[src/rtl/sram_ctrl_pkg.sv]
// Shared types and Bennett phase assignments for the SRAM bank sequencer.
package sram_ctrl_pkg;

    typedef enum logic [2:0] {
        IDLE,
        W_ADDR,
        W_DATA,
        W_EN,
        W_HOLD,
        W_DROP,
        W_CAP,
        RESP
    } state_t;

    localparam int PH_ADDR = 2;
    localparam int PH_DATA = 4;
    localparam int PH_EN   = 6;
    localparam int PH_WEN  = 8;
    localparam int PH_WOFF = 9;
    localparam int PH_CAP  = 0;

endpackage

[src/rtl/sram_bank_ctrl_if.sv]
// Request/response bus of the SRAM bank controller.
// Handshake: a beat transfers on a clk edge where valid and ready are both high;
// valid and its payload stay stable until that edge, ready may toggle freely.
interface sram_bank_ctrl_if #(
    parameter int AW = 5,
    parameter int DW = 16
);
    logic          req_valid;
    logic          req_ready;
    logic          req_write;
    logic [AW-1:0] req_addr_a;
    logic [AW-1:0] req_addr_b;
    logic [DW-1:0] req_wdata;
    logic          rsp_valid;
    logic          rsp_ready;
    logic [DW-1:0] rsp_data_a;
    logic [DW-1:0] rsp_data_b;
    logic          wr_done;

    modport master (
        output req_valid, req_write, req_addr_a, req_addr_b, req_wdata, rsp_ready,
        input  req_ready, rsp_valid, rsp_data_a, rsp_data_b, wr_done
    );

    modport slave (
        input  req_valid, req_write, req_addr_a, req_addr_b, req_wdata, rsp_ready,
        output req_ready, rsp_valid, rsp_data_a, rsp_data_b, wr_done
    );

endinterface

[src/rtl/phase_edge_det.sv]
// Registers the Bennett phase bus on clk and reports per-phase rising/falling events.
module phase_edge_det #(
    parameter int WIDTH = 10
) (
    input  logic             clk,
    input  logic             reset,
    input  logic [WIDTH-1:0] clkp,
    output logic [WIDTH-1:0] rise,
    output logic [WIDTH-1:0] fall
);

    logic [WIDTH-1:0] clkp_q;

    always_ff @(posedge clk) begin
        if (reset) clkp_q <= '0;
        else       clkp_q <= clkp;
    end

    assign rise = clkp & ~clkp_q;
    assign fall = ~clkp & clkp_q;

endmodule

[src/rtl/sram_bank_ctrl.sv]
// Sequences SRAM bank reads and writes against Bennett clock phase events,
// one request per phase frame, with a held read response.
module sram_bank_ctrl
    import sram_ctrl_pkg::*;
#(
    parameter int WIDTH = 10,
    parameter int AW    = 5,
    parameter int DW    = 16
) (
    input  logic             clk,
    input  logic             reset,
    input  logic [WIDTH-1:0] clkp,
    sram_bank_ctrl_if.slave  bus,
    output logic [AW-1:0]    Addr_A,
    output logic [AW-1:0]    Addr_B,
    output logic [DW-1:0]    in_data,
    output logic             ReadEn,
    output logic             WriteEn,
    output logic             RegWrtBar,
    input  logic [DW-1:0]    outA,
    input  logic [DW-1:0]    outB,
    output state_t           dbg_state
);

    logic [WIDTH-1:0] rise;
    logic [WIDTH-1:0] fall;

    phase_edge_det #(.WIDTH(WIDTH)) u_edge (
        .clk   (clk),
        .reset (reset),
        .clkp  (clkp),
        .rise  (rise),
        .fall  (fall)
    );

    // Only a handful of phases drive the sequence; the rest are deliberately ignored.
    logic unused_phase;
    assign unused_phase = ^{rise, fall};

    state_t        state, state_d;
    logic          wr_q, wr_d;
    logic [AW-1:0] la_q, la_d, lb_q, lb_d;
    logic [DW-1:0] wd_q, wd_d;
    logic [AW-1:0] addr_a_q, addr_a_d, addr_b_q, addr_b_d;
    logic [DW-1:0] in_data_q, in_data_d;
    logic          ren_q, ren_d, wen_q, wen_d, rwb_q, rwb_d;
    logic          rsp_valid_q, rsp_valid_d;
    logic [DW-1:0] rsp_a_q, rsp_a_d, rsp_b_q, rsp_b_d;
    logic          wr_done_q, wr_done_d;
    logic          accept;

    assign bus.req_ready  = (state == IDLE) && !rsp_valid_q;
    assign accept         = bus.req_valid && bus.req_ready;
    assign bus.rsp_valid  = rsp_valid_q;
    assign bus.rsp_data_a = rsp_a_q;
    assign bus.rsp_data_b = rsp_b_q;
    assign bus.wr_done    = wr_done_q;

    assign Addr_A    = addr_a_q;
    assign Addr_B    = addr_b_q;
    assign in_data   = in_data_q;
    assign ReadEn    = ren_q;
    assign WriteEn   = wen_q;
    assign RegWrtBar = rwb_q;
    assign dbg_state = state;

    always_ff @(posedge clk) begin
        if (reset) begin
            state       <= IDLE;
            wr_q        <= 1'b0;
            la_q        <= '0;
            lb_q        <= '0;
            wd_q        <= '0;
            addr_a_q    <= '0;
            addr_b_q    <= '0;
            in_data_q   <= '0;
            ren_q       <= 1'b0;
            wen_q       <= 1'b0;
            rwb_q       <= 1'b0;
            rsp_valid_q <= 1'b0;
            rsp_a_q     <= '0;
            rsp_b_q     <= '0;
            wr_done_q   <= 1'b0;
        end else begin
            state       <= state_d;
            wr_q        <= wr_d;
            la_q        <= la_d;
            lb_q        <= lb_d;
            wd_q        <= wd_d;
            addr_a_q    <= addr_a_d;
            addr_b_q    <= addr_b_d;
            in_data_q   <= in_data_d;
            ren_q       <= ren_d;
            wen_q       <= wen_d;
            rwb_q       <= rwb_d;
            rsp_valid_q <= rsp_valid_d;
            rsp_a_q     <= rsp_a_d;
            rsp_b_q     <= rsp_b_d;
            wr_done_q   <= wr_done_d;
        end
    end

    // Each state reacts to exactly one phase event; anything else waits.
    always_comb begin
        state_d = state;
        unique case (state)
            IDLE:   if (accept)          state_d = W_ADDR;
            W_ADDR: if (rise[PH_ADDR])   state_d = W_DATA;
            W_DATA: if (rise[PH_DATA])   state_d = W_EN;
            W_EN:   if (rise[PH_EN])     state_d = W_HOLD;
            W_HOLD: begin
                if (wr_q) begin
                    if (wen_q && rise[PH_WOFF]) state_d = W_DROP;
                end else if (rise[PH_WEN]) begin
                    state_d = W_CAP;
                end
            end
            W_DROP: if (fall[PH_EN])     state_d = IDLE;
            W_CAP:  if (fall[PH_CAP])    state_d = RESP;
            RESP:   if (bus.rsp_ready)   state_d = IDLE;
            default:                     state_d = IDLE;
        endcase
    end

    always_comb begin
        wr_d        = wr_q;
        la_d        = la_q;
        lb_d        = lb_q;
        wd_d        = wd_q;
        addr_a_d    = addr_a_q;
        addr_b_d    = addr_b_q;
        in_data_d   = in_data_q;
        ren_d       = ren_q;
        wen_d       = wen_q;
        rwb_d       = rwb_q;
        rsp_valid_d = rsp_valid_q;
        rsp_a_d     = rsp_a_q;
        rsp_b_d     = rsp_b_q;
        wr_done_d   = 1'b0;
        unique case (state)
            IDLE: begin
                if (accept) begin
                    wr_d = bus.req_write;
                    la_d = bus.req_addr_a;
                    lb_d = bus.req_addr_b;
                    wd_d = bus.req_wdata;
                end
            end
            W_ADDR: begin
                if (rise[PH_ADDR]) begin
                    addr_a_d = la_q;
                    addr_b_d = lb_q;
                end
            end
            W_DATA: begin
                if (rise[PH_DATA] && wr_q) in_data_d = wd_q;
            end
            W_EN: begin
                if (rise[PH_EN]) begin
                    if (wr_q) rwb_d = 1'b1;
                    else      ren_d = 1'b1;
                end
            end
            W_HOLD: begin
                if (wr_q) begin
                    if (rise[PH_WEN])               wen_d = 1'b1;
                    else if (wen_q && rise[PH_WOFF]) wen_d = 1'b0;
                end else if (rise[PH_WEN]) begin
                    ren_d = 1'b0;
                end
            end
            W_DROP: begin
                if (fall[PH_EN]) begin
                    rwb_d     = 1'b0;
                    wr_done_d = 1'b1;
                end
            end
            W_CAP: begin
                if (fall[PH_CAP]) begin
                    rsp_a_d     = outA;
                    rsp_b_d     = outB;
                    rsp_valid_d = 1'b1;
                end
            end
            RESP: begin
                if (bus.rsp_ready) rsp_valid_d = 1'b0;
            end
            default: ;
        endcase
    end

endmodule

[src/flat_wrapper.sv]
// flat-port wrapper written by rule: the top's interface ports become plain ports
module sram_bank_ctrl_flat import sram_ctrl_pkg::*;
#(
    parameter int WIDTH = 10,
    parameter int AW    = 5,
    parameter int DW    = 16
)
  (clk, reset, clkp, Addr_A, Addr_B, in_data, ReadEn, WriteEn, RegWrtBar, outA, outB, dbg_state, bus_req_valid, bus_req_write, bus_req_addr_a, bus_req_addr_b, bus_req_wdata, bus_rsp_ready, bus_req_ready, bus_rsp_valid, bus_rsp_data_a, bus_rsp_data_b, bus_wr_done);
  sram_bank_ctrl_if #(.AW(AW), .DW(DW)) bus_i ();
  input  logic clk;
  input  logic reset;
  input  logic [WIDTH-1:0] clkp;
  output logic [AW-1:0] Addr_A;
  output logic [AW-1:0] Addr_B;
  output logic [DW-1:0] in_data;
  output logic ReadEn;
  output logic WriteEn;
  output logic RegWrtBar;
  input  logic [DW-1:0] outA;
  input  logic [DW-1:0] outB;
  output state_t dbg_state;
  input wire logic [$bits(bus_i.req_valid)-1:0] bus_req_valid;
  input wire logic [$bits(bus_i.req_write)-1:0] bus_req_write;
  input wire logic [$bits(bus_i.req_addr_a)-1:0] bus_req_addr_a;
  input wire logic [$bits(bus_i.req_addr_b)-1:0] bus_req_addr_b;
  input wire logic [$bits(bus_i.req_wdata)-1:0] bus_req_wdata;
  input wire logic [$bits(bus_i.rsp_ready)-1:0] bus_rsp_ready;
  output wire logic [$bits(bus_i.req_ready)-1:0] bus_req_ready;
  output wire logic [$bits(bus_i.rsp_valid)-1:0] bus_rsp_valid;
  output wire logic [$bits(bus_i.rsp_data_a)-1:0] bus_rsp_data_a;
  output wire logic [$bits(bus_i.rsp_data_b)-1:0] bus_rsp_data_b;
  output wire logic [$bits(bus_i.wr_done)-1:0] bus_wr_done;
  assign bus_i.req_valid = bus_req_valid;
  assign bus_i.req_write = bus_req_write;
  assign bus_i.req_addr_a = bus_req_addr_a;
  assign bus_i.req_addr_b = bus_req_addr_b;
  assign bus_i.req_wdata = bus_req_wdata;
  assign bus_i.rsp_ready = bus_rsp_ready;
  assign bus_req_ready = bus_i.req_ready;
  assign bus_rsp_valid = bus_i.rsp_valid;
  assign bus_rsp_data_a = bus_i.rsp_data_a;
  assign bus_rsp_data_b = bus_i.rsp_data_b;
  assign bus_wr_done = bus_i.wr_done;
  sram_bank_ctrl #(.WIDTH(WIDTH), .AW(AW), .DW(DW)) u_core (.clk(clk), .reset(reset), .clkp(clkp), .bus(bus_i), .Addr_A(Addr_A), .Addr_B(Addr_B), .in_data(in_data), .ReadEn(ReadEn), .WriteEn(WriteEn), .RegWrtBar(RegWrtBar), .outA(outA), .outB(outB), .dbg_state(dbg_state));
endmodule
[config.mk]
export PLATFORM = sky130hd
export DESIGN_NAME = sram_bank_ctrl_flat
export DESIGN_NICKNAME = d
export VERILOG_FILES = /design/src/rtl/sram_ctrl_pkg.sv /design/src/rtl/sram_bank_ctrl_if.sv /design/src/rtl/phase_edge_det.sv /design/src/rtl/sram_bank_ctrl.sv /design/src/flat_wrapper.sv
export SDC_FILE = /design/constraint.sdc
export NUM_CORES = 1
export LEC_CHECK = 0
export ABC_CLOCK_PERIOD_IN_PS = 4600
export BUFFER_PORTS_ARGS = -buffer_cell sky130_fd_sc_hd__buf_4
export CORE_UTILIZATION = 25
export DETAILED_ROUTE_END_ITERATION = 10
export HOLD_SLACK_MARGIN = 0.12
export PLACE_DENSITY = 0.58
export REMOVE_ABC_BUFFERS = 1
export SLEW_MARGIN = 20
export SYNTH_ARGS = -nofsm -noshare
export SYNTH_HDL_FRONTEND = slang
export SYNTH_SLANG_ARGS = --single-unit
[constraint.sdc]
create_clock -name clk -period 4.6 [get_ports clk]
set_input_delay 1.15 -clock clk [delete_from_list [all_inputs] [get_ports clk]]
set_output_delay 1.15 -clock clk [all_outputs]
set_load 0.02 [all_outputs]
==> results of run 1 <==
-- sequential cells by signal (all words and copies together) (netlist names) --
name,cells
u_core.Addr_B,5
u_core.WriteEn,1
u_core.bus.rsp_data_a,16
u_core.wd_q,16
u_core.dbg_state,3
u_core.ReadEn,1
u_core.lb_q,5
u_core.la_q,5
u_core.bus.wr_done,1
u_core.bus.rsp_valid,1
u_core.u_edge.clkp_q,6
u_core.RegWrtBar,1
u_core.Addr_A,5
u_core.in_data,16
u_core.wr_q,1
u_core.bus.rsp_data_b,16
-- synthesized netlist by cell type, drive strengths merged --
cell / instances
o31ai: 1
nand4: 1
o22ai: 2
mux2i: 26
nor2: 36
a22oi: 1
a32oi: 1
a22o: 1
nand2b: 4
nor4: 1
buf: 10
nand3: 4
nor4bb: 1
nand4b: 1
nand2: 120
nor2b: 11
a211o: 1
inv: 3
a211oi: 1
dfxtp: 99
o21ai: 6
or4: 2
clkbuf: 20
nor3b: 3
a21oi: 64
a41oi: 1
and2: 1
nand3b: 3
-- cell type report --
type	instances	area share [%]
multi-input combinational	293	29.95
tap	180	4.444
inverter	3	0.2222
clock inverter	4	0.9630
timing repair buffer	138	20.44
clock buffer	12	4.864
sequential	99	39.11
-- layer usage --
layer  vias up  wire [um]
met4         0         67
met5         -          0
met2       102       4109
met3         5        681
li1       1636          -
met1      1452       3941
-- layout by cell type, fill, tap and decap left out, drive strengths merged --
cell,count
nand3,4
dfxtp,99
nand4,1
nand4b,1
nor4bb,1
nor2b,11
nand3b,3
bufinv,1
a211o,1
o21ai,6
nand2b,4
clkinv,2
buf,138
and2,1
nand2,120
nor2,36
inv,4
nor4,1
a41oi,1
clkbuf,12
a32oi,1
o22ai,2
or4,2
mux2i,26
a211oi,1
nor3b,3
a22oi,1
a21oi,64
o31ai,1
a22o,1
-- how the worst min path moves through the flow --
| stage | start | end | slack (ns) | depth (start not counted) |
|---|---|---|---|---|
| final | u_core.lb_q[2] | u_core.lb_q[2] | 0.45 | 2 |
| after floorplan | u_core.la_q[0] | u_core.la_q[0] | 0.43 | 2 |
| after detailed placement | u_core.la_q[1] | u_core.la_q[1] | 0.45 | 2 |
| after global routing | u_core.wd_q[4] | u_core.wd_q[4] | 0.47 | 2 |
| after CTS | u_core.la_q[1] | u_core.la_q[1] | 0.46 | 2 |
| after global placement | u_core.wd_q[12] | u_core.wd_q[12] | 0.44 | 2 |
-- worst min-delay path, stage by stage, from the launching register on --
cell	delay, ns
dfxtp_1	0.31
nand2_1	0.05
a21oi_1	0.05
-- logic make-up (layout without fill, tap and decap cells) --
group	after synthesis	after routing
compound gates	79	79
buf+inv	33	157
flops	99	99
mux	26	26
simple gates	188	188
-- power breakdown --
group          internal, mW  switching, mW  total [mW]
registers             0.923         0.0657       0.989
clock network         0.437          0.310       0.747
logic                 0.157          0.207       0.364
total                  1.52          0.583        2.10
-- per-stage QoR --
step                std cells  power, mW
floorplan                 395      1.213
global placement          713      1.371
detailed placement        713      1.379
CTS                       729      2.140
global route              729      2.220
finish                    729      2.100
==> results.tsv, run 1 <==
metric	value	unit
status	completed	
r2r-start	u_core.dbg_state[0]	
post-route-period-util	56.77	%
num_rows	43	
drc_errors	0	
setup-violations-final	0	
crit_path_top_delay_cell	dfxtp_1	
htree_num_levels	3	
regToRegEndpoint	u_core.Addr_B[3]	
yosysWarningCount	0	
p_per_area	414.4	nW/um^2
timing_worst_setup_path_type	reg -> out	
yosys.area_share.simple	22.54	%
die_w	122.7	um
ys_ff_latch	99	
synth_top_family_by_area	simple AND/OR/NAND/NOR gates	
endpoint	bus_req_ready	
critPathTopFamily	flip-flops	
drv_cap	0	
start_util	25.94	%
fmax	0.3829	GHz
crit_fanout	16	
final_util	36.09	%
ant_nets	0	
num-fill-cells	1448	
worstPathRequired	3.45	ns
max_slew_margin	32.10	%
drive_gt1_share	29.14	%
cts.clk_slew.worst_paths	0.07	ns
cts_resized	0	
postPlaceCellArea	4766	um^2
yosysTopAreaCell	dfxtp_1	
tns	0	ns
peakVddDrop	0.3072	mV
place_hpwl	6041	um
finalWorstSetupSlack	1.989	ns
cp-start-kind	flop	
synth-compound-area-share	11.75	%
netlist_area	3642	um^2
holdBufCountCts	0	
hold_viol_final	0	
first_global_vias	2970	
grt_overflow	0	
worst_slew_pin_slew	1.016	ns
antenna_found_initial	0	
postCtsSetupBuffers	0	
slowest_delay	0.49	ns
grt_use_met3	5.483	%
syn_to_final_growth	39.13	%
cts_tree	built	
seq_area_frac_synth	54.41	%
place.gp.congestion	0.7368	
wl_per_cell	12.07	um
cts_buffers	9	
io_buffers	135	
clk_latency	0.34	ns
r2r.worst_path.cells	4	
antenna_cells	0	
place_ws	1.702	ns
drt-total-wl	8799	um
clock_sinks	99	
avgSynthCellArea	8.570	um^2
synth.distinct_cells	34	
layout_min_cycle_time	2.611	ns
drtIter0Drc	108	
first_pass_iters	4	
grt.total_usage	11.71	%
core_region_area	14040	um^2
cp_num_buf_inv	1	
io_pins	140	
hold_ws	0.4539	ns
met2_usage	19.52	%
vias	3195	
worst_ep_arrival_time	1.46	ns
die_area	15060	um^2
synth_fa_ha_area_share	0	%
rsz0062_at_grt	no	
synth_cells	425	
synth_top_area_share	54.41	%
avgViaCountPerCell	4.383	
crit_cells	2	
drv_slew	0	
multi_input_area	1518	um^2
skew	0.005426	ns
muxShareOfSynthArea	7.145	%
busiest_layer	met2	
root_buffer	clkbuf_16	
regArea	1982	um^2
design_area	5067	um^2
post_synth_main_area_contributors	dfxtp_1 54%, nand2_1 12%, a21oi_1 8.8%, mux2i_1 7.1%, nor2_1 3.7%	
leakagePower	2.239	nW
rrSetupSlack	2.40	ns
hold_path.class	reg -> reg	
grt_max_degree	73	
grt_use_met1	13.39	%
crit_path_end_kind	primary output	
worstPathCellList	nor4_2 > buf_4	
fp.dieH	122.7	um
layout.nets	617	
synth-xor-area-share	0	%
grt_first_pass_wirelength	13640	um
cts_buffer_depth	2	
critPathLaunch	u_core.dbg_state[2]	
Power figures use the tool's default switching activity.
==> inputs of run 2 (changes only) <==
--- a/config.mk
+++ b/config.mk
@@ -5,7 +5,8 @@
 export SDC_FILE = /design/constraint.sdc
 export NUM_CORES = 1
 export LEC_CHECK = 0
-export ABC_CLOCK_PERIOD_IN_PS = 4600
+export ABC_AREA = 1
+export ABC_CLOCK_PERIOD_IN_PS = 2700
 export BUFFER_PORTS_ARGS = -buffer_cell sky130_fd_sc_hd__buf_4
 export CORE_UTILIZATION = 25
 export DETAILED_ROUTE_END_ITERATION = 10
==> constraint.sdc (replaced) <==
create_clock -name clk -period 2.7 [get_ports clk]
set_input_delay 0.675 -clock clk [delete_from_list [all_inputs] [get_ports clk]]
set_output_delay 0.675 -clock clk [all_outputs]
set_load 0.02 [all_outputs]
==> results.tsv, run 2 <==
metric	value	unit	change
drive_gt1_share	28.62	%	-0.52 points
hp-start	u_core.wd_q[8]		
cp-start-kind	flop		
die_w	123.6	um	+0.76%
layout_min_cycle_time	2.119	ns	
grt_use_met1	14.10	%	+0.71 points
vias	3364		+5.3%
first_pass_iters	6		+2
postCtsSetupBuffers	0		unchanged
drv_slew	0		unchanged
layout_commonest_cell	buf_4		
hold_ws	0.4506	ns	-0.003372 ns
met2_usage	19.83	%	+0.30 points
io_buffers	135		unchanged
avgViaCountPerCell	4.363		-0.45%
clock_sinks	99		unchanged
busiest_layer	met2		
first_global_vias	3143		+5.8%
holdBufCountCts	0		unchanged
skew	0.004915	ns	-0.0005110 ns
ant_nets	0		unchanged
antenna_found_initial	0		unchanged
netlist_area	3699	um^2	+1.5%
grt.total_usage	12.10	%	+0.39 points
cts_resized	0		unchanged
mostFrequentLayoutCells	139 x buf_4, 99 x nor2_1, 99 x dfxtp_1, 78 x o21ai_0, 52 x a21oi_1		
grt_first_pass_wirelength	14370	um	+5.3%
layout.nets	655		+6.2%
rsz0062_at_grt	no		
hold_path.class	reg -> reg		
antenna_cells	0		unchanged
worst_slew_pin_slew	0.5467	ns	-0.4694 ns
cts_buffers	9		unchanged
num_rows	44		+2.3%
root_buffer	clkbuf_16		
synth_cells	462		+8.7%
p_per_area	763.9	nW/um^2	+84%
worst_ep_arrival_time	1.44	ns	-0.02 ns
seq_area_frac_synth	53.59	%	-0.83 points
io_pins	140		unchanged
min_to	u_core.in_data[8]		
wl_per_cell	11.76	um	-2.6%
regToRegEndpoint	u_core.Addr_A[0]		
yosys.area_share.simple	18.78	%	-3.8 points
grt_max_degree	49		-33%
fmax	0.4718	GHz	
synth_commonest_cells	99 x dfxtp_1, 99 x nor2_1, 78 x o21ai_0		
start_util	25.54	%	-0.39 points
r2r.worst_path.cells	7		+3
core_region_area	14480	um^2	+3.1%
crit_fanout	11		-5
synth.distinct_cells	27		-21%
muxShareOfSynthArea	0	%	-7.1 points
max_slew_margin	63.50	%	+31 points
drc_errors	0		unchanged
synth_edf_count	0		unchanged
htree_num_levels	3		unchanged
avgSynthCellArea	8.006	um^2	-6.6%
r2r-start	u_core.dbg_state[0]		
place_hpwl	6101	um	+0.99%
setup-violations-final	0		unchanged
drv_cap	0		unchanged
yosysTopAreaCell	dfxtp_1		
holdPathStages	2		unchanged
crit_path_end_kind	primary output		
cts_tree	built		
synth_top_family_by_area	simple AND/OR/NAND/NOR gates		
clk_latency	0.34	ns	about the same
cts_buffer_depth	2		unchanged
hold_viol_final	0		unchanged
fp.dieH	123.6	um	+0.76%
ys_ff_latch	99		unchanged
synth-xor-area-share	0	%	unchanged
grt_use_met3	3.800	%	-1.7 points
post_synth_main_area_contributors	dfxtp_1 54%, o21ai_0 11%, nor2_1 10%, a21oi_1 7.0%, inv_1 3.8%		
synth_top_area_share	53.59	%	-0.83 points
die_area	15280	um^2	+1.5%
tns	0	ns	unchanged
peakVddDrop	0.3024	mV	-1.5%
worstPathRequired	2.03	ns	-1.42 ns
place.gp.congestion	0.8104		+10%
post-route-period-util	78.50	%	
leakagePower	2.357	nW	+5.3%
yosysWarningCount	0		unchanged
syn_to_final_growth	37.38	%	
synth-compound-area-share	18.74	%	+7.0 points
timing_worst_setup_path_type	reg -> out		
drtIter0Drc	143		+32%
rrSetupSlack	0.76	ns	-1.64 ns
synth_fa_ha_area_share	0	%	unchanged
synth-async-reset-ratio	0	%	unchanged
status	completed		
cts.clk_slew.worst_paths	0.06	ns	about the same
drt-total-wl	9067	um	+3.0%
synth_ff_type	dfxtp_1		
grt_overflow	0		unchanged
run 2: cell count changes in the layout (fill, tap and decap cells not counted), sizes merged, moves of 11 or more:
cell and change:
nand3 +11, mux2i -26, nor2b -11, inv +35
o21ai +74, nand2 -89, a21oi -12, nor2 +68
run 2: worst max path at each step:
stage | startpoint | to | depth (start not counted)
final | u_core.dbg_state[0] | bus_req_ready | 4
after detailed placement | u_core.dbg_state[0] | u_core.Addr_A[0] | 7
after CTS | u_core.dbg_state[0] | bus_req_ready | 4
after floorplan | u_core.dbg_state[1] | u_core.bus.rsp_data_a[0] | 5
after global placement | u_core.dbg_state[0] | u_core.Addr_B[4] | 7
after global routing | u_core.dbg_state[0] | u_core.Addr_A[0] | 7
run 2: layout make-up:
type	instances	area, um^2
inverter	39	146.4
clock inverter	3	21.27
clock buffer	13	270.3
tap	184	230.2
multi-input combinational	294	1388
timing repair buffer	139	1044
fill	1546	9398
sequential	99	1982
run 2: where the power goes:
group / internal, mW / switching [mW]
sequential: 1.63 / 0.116
clock: 0.702 / 0.555
combinational: 0.339 / 0.541
total: 2.67 / 1.21
run 2: kinds of logic after synthesis:
kind of cell | Yosys count
AND/OR/NAND/NOR | 158
flip-flops | 99
AO/OA/AOI/OAI | 136
buffers and inverters | 69
run 2: stage by stage:
step	power, mW	area [um^2]	worst slack (ns)	cells	utilization [%]
global placement	2.645	4790	0.7677	755	33.08
detailed placement	2.664	4790	0.7452	755	33.08
global route	4.114	5081	0.4455	771	35.09
CTS	3.949	5081	0.5583	771	35.09
floorplan	2.329	3516	0.6898	432	-
finish	3.881	5081	0.5806	771	35.09
run 2: layer usage:
metal,up-vias,wire (um)
met4,0,167
met2,99,4119
met1,1507,4134
met3,12,646
li1,1746,-
met5,-,0
run 2: critical path, cell delays in order, from the launching register on:
cell	delay, ns
dfxtp_1	0.45
nor2_4	0.24
nand2_4	0.09
nor2_8	0.15
buf_4	0.17
